## config.mk

```make
export PLATFORM = sky130hd
export DESIGN_NAME = cnn_win_fetch
export DESIGN_NICKNAME = d
export VERILOG_FILES = /design/src/rtl/cnn_pkg.sv /design/src/rtl/cnn_win_pos.sv /design/src/rtl/cnn_win_fetch.sv
export SDC_FILE = /design/constraint.sdc
export NUM_CORES = 1
export LEC_CHECK = 0
export ABC_CLOCK_PERIOD_IN_PS = 6850
export CORE_MARGIN = 4
export CORE_UTILIZATION = 44
export DETAILED_ROUTE_END_ITERATION = 8
export GPL_TIMING_DRIVEN = 0
export PLACE_DENSITY_LB_ADDON = 0.08
export SLEW_MARGIN = 20
export SYNTH_ARGS = -nofsm -noshare
export SYNTH_HDL_FRONTEND = slang
export SYNTH_SLANG_ARGS = --single-unit
```

## constraint.sdc

```tcl
create_clock -name clk -period 6.85 [get_ports clk]
set_input_delay 1.37 -clock clk [delete_from_list [all_inputs] [get_ports clk]]
set_output_delay 1.37 -clock clk [all_outputs]
set_load 0.02 [all_outputs]
```

## src/rtl/cnn_pkg.sv

```systemverilog
// Shared types and helpers for the CNN front-end window fetch path.
package cnn_pkg;

  typedef enum logic [1:0] {
    IDLE  = 2'd0,
    FETCH = 2'd1,
    ADV   = 2'd2,
    DONE  = 2'd3
  } win_state_t;

  // Number of window positions along one image dimension.
  function automatic int out_dim(input int img, input int k, input int stride);
    return (img - k) / stride + 1;
  endfunction

endpackage

```

## src/rtl/cnn_win_pos.sv

```systemverilog
// Window position tracker: row/col counters and the incrementally updated
// base address of the current window.
module cnn_win_pos
  import cnn_pkg::*;
#(
  parameter int IMG_W  = 28,
  parameter int IMG_H  = 28,
  parameter int K      = 3,
  parameter int STRIDE = 1,
  parameter int AW     = 10
) (
  input  logic          clk,
  input  logic          rst_n,
  input  logic          clr,
  input  logic          adv,
  output logic [AW-1:0] base,
  output logic          last
);

  localparam int OUT_W = out_dim(IMG_W, K, STRIDE);
  localparam int OUT_H = out_dim(IMG_H, K, STRIDE);

  localparam logic [AW-1:0] COL_STEP = AW'(STRIDE);
  // Jump from the last column of one window row to column 0 of the next.
  localparam logic [AW-1:0] ROW_STEP = AW'(STRIDE * IMG_W - (OUT_W - 1) * STRIDE);
  localparam logic [AW-1:0] COL_END  = AW'(OUT_W - 1);
  localparam logic [AW-1:0] ROW_END  = AW'(OUT_H - 1);

  logic [AW-1:0] row;
  logic [AW-1:0] col;
  logic          col_end;

  assign col_end = (col == COL_END);
  assign last    = col_end && (row == ROW_END);

  // Advance one window position per adv pulse; wrap to (0,0) after the last window.
  always_ff @(posedge clk or negedge rst_n) begin
    if (!rst_n) begin
      row  <= '0;
      col  <= '0;
      base <= '0;
    end else if (clr) begin
      row  <= '0;
      col  <= '0;
      base <= '0;
    end else if (adv) begin
      if (last) begin
        row  <= '0;
        col  <= '0;
        base <= '0;
      end else if (col_end) begin
        col  <= '0;
        row  <= row + AW'(1);
        base <= base + ROW_STEP;
      end else begin
        col  <= col + AW'(1);
        base <= base + COL_STEP;
      end
    end
  end

endmodule

```

## src/rtl/cnn_win_fetch.sv

```systemverilog
// Sliding-window fetch engine: reads each KxK window from the pixel RAM in
// row-major tap order as soon as enough of the frame has been written, and
// streams the taps with first/last framing and an end-of-frame pulse.
module cnn_win_fetch
  import cnn_pkg::*;
#(
  parameter int IMG_W  = 28,
  parameter int IMG_H  = 28,
  parameter int K      = 3,
  parameter int STRIDE = 1,
  parameter int DW     = 1,
  parameter int AW     = 10
) (
  input  logic          clk,
  input  logic          rst_n,
  input  logic          clr,
  input  logic [AW:0]   wr_cnt,
  input  logic          bsy,
  output logic [AW-1:0] rd_addr,
  input  logic [DW-1:0] rd_data,
  output logic          win_vld,
  output logic [DW-1:0] win_data,
  output logic          win_first,
  output logic          win_last,
  output logic          frame_done
);

  if (K > IMG_W || K > IMG_H) begin : g_bad_k
    $error("cnn_win_fetch: kernel larger than image");
  end
  if (STRIDE < 1) begin : g_bad_stride
    $error("cnn_win_fetch: STRIDE must be at least 1");
  end
  if ((64'd1 << AW) < 64'(IMG_W * IMG_H)) begin : g_bad_aw
    $error("cnn_win_fetch: AW too small for the image");
  end

  localparam int KK       = K * K;
  localparam int TW       = (KK > 1) ? $clog2(KK) : 1;
  localparam int ROFF_I   = (K - 1) * IMG_W + (K - 1);

  localparam logic [TW-1:0] TAP_END   = TW'(KK - 1);
  localparam logic [TW-1:0] TAP_COL_E = TW'(K - 1);
  localparam logic [AW-1:0] ROW_PITCH = AW'(IMG_W);
  localparam logic [AW:0]   READY_OFF = ROFF_I[AW:0];

  win_state_t    state;
  win_state_t    state_nxt;
  logic [TW-1:0] tap_cnt;
  logic [TW-1:0] tap_j;
  logic [AW-1:0] tap_off;
  logic [AW-1:0] base;
  logic          tap_last;
  logic          ready;
  logic          pos_last;
  logic          pos_adv;
  logic          in_fetch;

  assign in_fetch = (state == FETCH);
  assign tap_last = (tap_cnt == TAP_END);
  // Last tap of this window already written to RAM.
  assign ready    = wr_cnt > ({1'b0, base} + READY_OFF);
  assign pos_adv  = (state == ADV) && !clr;
  assign rd_addr  = in_fetch ? (base + tap_off + AW'(tap_j)) : '0;
  assign win_data = rd_data;

  cnn_win_pos #(
    .IMG_W (IMG_W),
    .IMG_H (IMG_H),
    .K     (K),
    .STRIDE(STRIDE),
    .AW    (AW)
  ) u_pos (
    .clk  (clk),
    .rst_n(rst_n),
    .clr  (clr),
    .adv  (pos_adv),
    .base (base),
    .last (pos_last)
  );

  // Next-state logic; clr overrides every transition.
  always_comb begin
    state_nxt = state;
    case (state)
      IDLE:    if (ready && !bsy) state_nxt = FETCH;
      FETCH:   if (tap_last) state_nxt = ADV;
      ADV:     state_nxt = pos_last ? DONE : IDLE;
      DONE:    state_nxt = DONE;
      default: state_nxt = IDLE;
    endcase
    if (clr) state_nxt = IDLE;
  end

  // State register.
  always_ff @(posedge clk or negedge rst_n) begin
    if (!rst_n) state <= IDLE;
    else        state <= state_nxt;
  end

  // Tap counter plus incremental in-window row offset and column.
  always_ff @(posedge clk or negedge rst_n) begin
    if (!rst_n) begin
      tap_cnt <= '0;
      tap_j   <= '0;
      tap_off <= '0;
    end else if (clr || !in_fetch || tap_last) begin
      tap_cnt <= '0;
      tap_j   <= '0;
      tap_off <= '0;
    end else begin
      tap_cnt <= tap_cnt + TW'(1);
      if (tap_j == TAP_COL_E) begin
        tap_j   <= '0;
        tap_off <= tap_off + ROW_PITCH;
      end else begin
        tap_j <= tap_j + TW'(1);
      end
    end
  end

  // Issue flags delayed one cycle to line up with the registered RAM data.
  always_ff @(posedge clk or negedge rst_n) begin
    if (!rst_n) begin
      win_vld    <= 1'b0;
      win_first  <= 1'b0;
      win_last   <= 1'b0;
      frame_done <= 1'b0;
    end else begin
      win_vld    <= !clr && in_fetch;
      win_first  <= !clr && in_fetch && (tap_cnt == '0);
      win_last   <= !clr && in_fetch && tap_last;
      frame_done <= !clr && (state == ADV) && pos_last;
    end
  end

endmodule

```

==> flow_metrics.env, run 1 <==
export IMPL_grt_ovfl_total=0
export IMPL_period_share_pct=71.5
export IMPL_design_area_um2=4310
export IMPL_dp_hpwl_um=6480
export IMPL_die_w_um=101
export IMPL_status="completed"
export IMPL_track_usage_pct=19.1
export IMPL_post_route_drc_count=0
export IMPL_cpMostUsedCell="fa_1"
export IMPL_slew_headroom_pct=57.6
export IMPL_ys_warn_count=0
export IMPL_synth_xor_area_share_pct=6.71
export IMPL_synth_fp_nets=461
export IMPL_crit_path_start="u_pos.base[2]"
export IMPL_path_clk_slew_ns=0.10
export IMPL_gp_congestion=0.807
export IMPL_wl_per_cell_um=16.0
export IMPL_synth_flop_cell="dfrtp_1"
export IMPL_synth_compound_area_share_pct=18.0
export IMPL_worstPathCellList="fa_1 -> fa_1 -> a211oi_1 -> o21ai_0 -> a31oi_1 -> mux2i_1 -> clkdlybuf4s50_1"
export IMPL_cts_root_buf="clkbuf_8"
export IMPL_postCtsSetupBuffers=0
export IMPL_nets=496
export IMPL_fin_crit_ns=4.90
export IMPL_ir_drop_mv=0.0647
export IMPL_rsz0062_at_grt="false"
export IMPL_whs_ns=0.498
export IMPL_clock_latency_ns=0.31
export IMPL_place_area_um2=4190
export IMPL_timing_rr_start="u_pos.base[1]"
export IMPL_max_cap_violations=0
export IMPL_core_um2=8300
export IMPL_path_max_fanout=9
export IMPL_synth_edf_count=0
export IMPL_cts_hold_buffers=0
export IMPL_drive_gt1_share_pct=8.64
export IMPL_antenna_found_initial=0
export IMPL_syn_area_per_cell_um2=9.37
export IMPL_drt_iter0_drc=156
export IMPL_grt_pass1_wl_um=15600
export IMPL_cts_sinks=52
export IMPL_clock_tree_buffer_depth=2
export IMPL_tns_ns=0
export IMPL_finalClockSkew_ns=0.00979
export IMPL_viasPerCell=5.67
export IMPL_drtAntennaViolNets=0
export IMPL_critPathMaxStageDelay_ns=0.62
export IMPL_synth_mux_area_share_pct=0.794
export IMPL_min_from="tap_cnt[0]"
export IMPL_synth_area_um2=3780
export IMPL_htreeDepth=2
export IMPL_cts_buffers=5
export IMPL_worst_pin_slew_ns=0.636
export IMPL_ys_top_cells_by_count="dfrtp_1, ha_1, nor2_1"
export IMPL_totalWireLength_um=8690
export IMPL_area_growth_pct=14.0
export IMPL_instances_no_fill=545
export IMPL_synth_seq_cells=52
export IMPL_post_synth_top_count_cell="dfrtp_1"
export IMPL_worstSetupStartpointType="flip-flop"
export IMPL_synth_cell_types=64
export IMPL_cp_slowest_cell="clkdlybuf4s50_1"
export IMPL_n_antenna_cell=0
export IMPL_setup_violations=0
export IMPL_min_path_type="reg2reg"
export IMPL_synth_simple_area_share_pct=21.1
export IMPL_finalHoldViolCount=0
export IMPL_io_pins=31
export IMPL_rows=33
export IMPL_cp_required_ns=5.48
export IMPL_grt_start_max_net_pins=53
export IMPL_portBuffers=28
export IMPL_synthCells=404
export IMPL_synth_seq_area_share_pct=34.4
export IMPL_synth_top_cell_by_area="dfrtp_1"
export IMPL_synth_area_top_cells="dfrtp_1, ha_1, xor2_1, nor2_1, xnor2_1"
export IMPL_yosys_area_top_type_share_pct=34.4
export IMPL_max_freq_ghz=0.204
export IMPL_die_h_um=101
export IMPL_cts_tree="built"
export IMPL_ys_async_sr_fraction_pct=100
export IMPL_p_per_area_nw_per_um2=133
export IMPL_synth_fa_ha_area_share_pct=14.4
export IMPL_dp_cells=537
export IMPL_end_kind="primary output"
export IMPL_dieArea_um2=10100
export IMPL_dr_pass1_iters=4
export IMPL_fin_util_pct=52.0
export IMPL_grt_pass1_vias=3154
export IMPL_cts_resized=0
export IMPL_synth_top_family_by_area="simple AND/OR/NAND/NOR gates"
export IMPL_path_class="reg2out"
export IMPL_maxSlewViolCount=0
export IMPL_via_count=3091
export IMPL_arrival_ns=3.53
export IMPL_p_leak_nw=1.86
export IMPL_start_util_pct=45.6
cells in the final DEF (no fill, tap or decap), types with 3 or more instances in the layout:
cell type	netlist	routed
a2111oi_2	3	3
a211oi_1	6	6
a21o_1	5	5
a21oi_1	14	14
and2_1	6	6
and3_1	6	6
and4_1	4	4
buf_2	10	10
buf_4	2	3
clkbuf_1	5	5
clkbuf_8	0	6
clkdlybuf4s50_1	0	27
dfrtp_1	52	52
fa_1	4	4
ha_1	37	37
inv_1	18	18
mux2i_1	3	3
nand2_1	30	30
nand2b_1	6	6
nand3_1	12	12
nand3b_1	3	3
nand4_1	6	6
nor2_1	34	34
nor2b_1	3	3
nor3_1	9	9
nor3b_1	3	3
nor4_1	3	3
o2111ai_1	9	9
o211ai_1	11	11
o21ai_0	12	12
o21ai_1	3	3
o311ai_1	3	3
o31ai_1	7	7
or2_2	5	5
or3_1	3	3
xnor2_1	14	14
xor2_1	15	15
area by class of cell:
| type | instances | area [um^2] |
|---|---|---|
| flip-flops and latches | 52 | 1300 |
| multi-input cells | 314 | 2300 |
| inverters | 19 | 71.3 |
| plain buffers | 19 | 106 |
| well taps | 105 | 131 |
| clock buffers | 6 | 82.6 |
| clock inverters | 2 | 38.8 |
| repair buffers | 28 | 278 |
| fillers | 785 | 3990 |
metal layers:
metal,up-vias,wire [um],GRT usage (%)
met5,-,0,0
met2,58,4040,30.7
met4,0,132,5.08
met3,8,302,2.49
li1,1554,-,-
met1,1471,4220,27.0
worst paths after layout:
check                                to  depth (start not counted)  slack, ns
setup / recovery             rd_addr[9]                          7       1.95
hold / removal               tap_cnt[0]                          1       0.50
setup reg to reg               state[0]                          9       4.08
hold reg to reg              tap_cnt[0]                          1       0.50
max in group asynchronous  u_pos.row[4]                          1       5.35
min in group asynchronous    tap_cnt[1]                          1       1.08
flip-flops by register name (all words and copies together), names as in the netlist:
name / count
frame_done: 1
state: 2
tap_cnt: 4
tap_j: 4
tap_off: 8
u_pos.base: 10
u_pos.col: 10
u_pos.row: 10
win_first: 1
win_last: 1
win_vld: 1
logic make-up (layout without fill, tap and decap cells):
family,after synthesis,count (layout)
AO/OA/AOI/OAI,93,93
XOR/XNOR,29,29
adder cells (fa/ha/maj),41,41
buffers and inverters,38,74
flip-flops,52,52
multiplexers,3,3
AND/OR/NAND/NOR,148,148
power breakdown:
| part | internal [mW] | switching [mW] | total [mW] |
|---|---|---|---|
| clock | 0.120 | 0.104 | 0.224 |
| combinational | 0.0158 | 0.0244 | 0.0402 |
| sequential | 0.309 | 0.00228 | 0.311 |
through the flow:
| step | setup slack [ns] | power [mW] |
|---|---|---|
| after global placement | 2.32 | 0.358 |
| after detailed placement | 2.29 | 0.358 |
| final | 1.95 | 0.575 |
| after floorplan | 2.97 | 0.335 |
| after global routing | 1.64 | 0.603 |
| after CTS | 1.93 | 0.585 |
worst max-delay path, delay by kind of cell (launching register included):
kind	cells	cell delay, ns
compound gates	3	0.77
fa+ha+maj	2	1.02
buf+inv	1	0.62
flops	1	0.58
mux	1	0.21
Power figures use the tool's default switching activity.
==> run 2: changes to the inputs <==
ABC_CLOCK_PERIOD_IN_PS = 4570   (was 6850)
clock period = 4.57 ns   (was 6.85 ns; I/O delays follow)
==> run 2 against run 1 <==
Net effect:
- non-clock buffer count unchanged
- setup slack worse by 1.7 ns
- critical path depth unchanged
- sequential share of layout area about the same
- sequential cell count unchanged
==> flow_metrics.env, run 2 (same netlist as run 1, synthesis figures left out) <==
export IMPL_status="completed"
export IMPL_totalWireLength_um=8780
export IMPL_reg_top3="u_pos.base x10, u_pos.col x10, u_pos.row x10"
export IMPL_io_pins=31
export IMPL_dp_cells=537
export IMPL_cp_slowest_cell="clkdlybuf4s50_1"
export IMPL_period_share_pct=93.8
export IMPL_n_antenna_cell=0
export IMPL_fin_ws_ns=0.283
export IMPL_tns_ns=0
export IMPL_layout_common_cells="dfrtp_1, ha_1, nor2_1"
export IMPL_final_common_cell="dfrtp_1"
export IMPL_dieArea_um2=10100
export IMPL_cts_tree="built"
export IMPL_cts_sinks=52
export IMPL_p_per_area_nw_per_um2=199
export IMPL_grt_start_max_net_pins=53
export IMPL_antenna_found_initial=0
export IMPL_viasPerCell=5.67
export IMPL_setup_violations=0
export IMPL_grt_ovfl_total=0
export IMPL_instances_no_fill=545
export IMPL_place_area_um2=4190
export IMPL_grt_pass1_vias=3154
export IMPL_gp_congestion=0.807
export IMPL_cts_buffers=5
export IMPL_die_w_um=101
export IMPL_grt_busiest_layer="met2"
export IMPL_min_path_type="reg2reg"
export IMPL_clock_tree_buffer_depth=2
export IMPL_end_kind="primary output"
export IMPL_worstPathCellList="fa_1 -> fa_1 -> a211oi_2 -> o21ai_0 -> a31oi_1 -> mux2i_1 -> clkdlybuf4s50_1"
export IMPL_area_growth_pct=14.2
export IMPL_ir_drop_mv=0.0966
export IMPL_met3_usage_pct=2.49
export IMPL_slew_headroom_pct=57.5
export IMPL_via_count=3092
export IMPL_dp_hpwl_um=6480
export IMPL_rsz0062_at_grt="false"
export IMPL_maxSlewViolCount=0
export IMPL_drt_iter0_drc=175
export IMPL_drive_gt1_share_pct=9.32
export IMPL_worstSetupStartpointType="flip-flop"
export IMPL_cts_root_buf="clkbuf_8"
export IMPL_portBuffers=28
export IMPL_grt_pass1_wl_um=15600
export IMPL_gr_usage_met2_pct=30.7
export IMPL_htreeDepth=2
export IMPL_track_usage_pct=19.1
export IMPL_path_max_fanout=9
export IMPL_clock_latency_ns=0.31
export IMPL_met1_usage_pct=27.0
export IMPL_critPathMaxStageDelay_ns=0.62
export IMPL_arrival_ns=3.37
export IMPL_finalClockSkew_ns=0.00950
export IMPL_drtAntennaViolNets=0
export IMPL_power_total_uw=862
export IMPL_p_leak_nw=1.85
export IMPL_dr_pass1_iters=4
export IMPL_core_um2=8300
export IMPL_path_buf_inv=1
export IMPL_postCtsSetupBuffers=0
export IMPL_worst_pin_slew_ns=0.638
export IMPL_die_h_um=101
export IMPL_finalHoldViolCount=0
export IMPL_nets=496
export IMPL_post_place_ws_ns=0.470
export IMPL_design_area_um2=4320
export IMPL_path_class="reg2out"
export IMPL_wl_per_cell_um=16.1
export IMPL_cp_required_ns=3.66
export IMPL_path_clk_slew_ns=0.10
export IMPL_cpMostUsedCell="fa_1"
export IMPL_max_cap_violations=0
export IMPL_start_util_pct=45.6
export IMPL_max_freq_ghz=0.233
export IMPL_rows=33
export IMPL_cp_top_family="adder cells"
export IMPL_post_route_drc_count=0
export IMPL_fin_crit_ns=4.29
==> run 2: cell types whose count changed in the layout (fill, tap and decap cells not counted) <==
cell / before / now
a211oi_2: 0 / 1
a211oi_1: 6 / 5
dfrtp_2: 0 / 2
dfrtp_1: 52 / 50
==> run 2: path summary, 6_finish.rpt <==
path / start / end / slack [ns] / cells past startpoint
worst max-delay path: u_pos.base[2] / rd_addr[9] / 0.28 / 7
worst min-delay path: tap_cnt[0] / tap_cnt[0] / 0.50 / 1
worst max register to register: u_pos.base[3] / state[0] / 1.81 / 10
worst min register to register: tap_cnt[0] / tap_cnt[0] / 0.50 / 1
max in group asynchronous: rst_n / u_pos.base[2] / 3.49 / 1
min in group asynchronous: rst_n / tap_cnt[1] / 0.63 / 1
==> run 2: timing repair <==
action,4_1_cts,5_1_grt
gates resized for setup,0,3
hold buffers,0,0
endpoints found under the setup margin,0,2
==> run 2: per-stage QoR <==
| stage | utilization, % | hold slack, ns |
|---|---|---|
| 6_report | 52.1 | 0.497 |
| 3_5_place_dp | 50.5 | 0.489 |
| 3_3_place_gp | 50.6 | 0.478 |
| 4_1_cts | 52.0 | 0.502 |
| 5_1_grt | 52.1 | 0.512 |
| 2_1_floorplan | - | 0.455 |
==> run 2: metal layers <==
metal | part of all wire, % | vias up | wire length (um)
met2 | 46 | 67 | 4050
met5 | 0 | - | 0
met4 | 1.4 | 0 | 125
met3 | 3.8 | 7 | 334
met1 | 49 | 1464 | 4260
li1 | - | 1554 | -
==> run 2: where the power goes <==
part           leakage (nW)  total (mW)  internal (mW)  switching, mW
combinational          1.07      0.0602         0.0236         0.0366
sequential            0.721       0.466          0.462        0.00340
clock                0.0614       0.336          0.179          0.156
==> run 2: area by class of cell <==
type / instances / area [um^2]
multi-input cells: 314 / 2310
well taps: 105 / 131
repair buffers: 28 / 278
clock buffers: 6 / 82.6
clock inverters: 2 / 38.8
fillers: 783 / 3980
plain buffers: 19 / 106
inverters: 19 / 71.3
flip-flops and latches: 52 / 1300
==> run 2: worst register-to-register path, delay by kind of cell, from the launching register on <==
kind | cells | cell delay (ns)
flip-flops | 1 | 0.42
AND/OR/NAND/NOR | 2 | 0.50
buffers and inverters | 1 | 0.20
AO/OA/AOI/OAI | 5 | 1.07
XOR/XNOR | 1 | 0.15
adder cells (fa/ha/maj) | 1 | 0.30
==> run 3: changes to the inputs <==
SKIP_CTS_REPAIR_TIMING = 1   (was unset)
==> results of run 3 <==
Same layout as run 2: the final DEF is identical, and so are final timing and power.
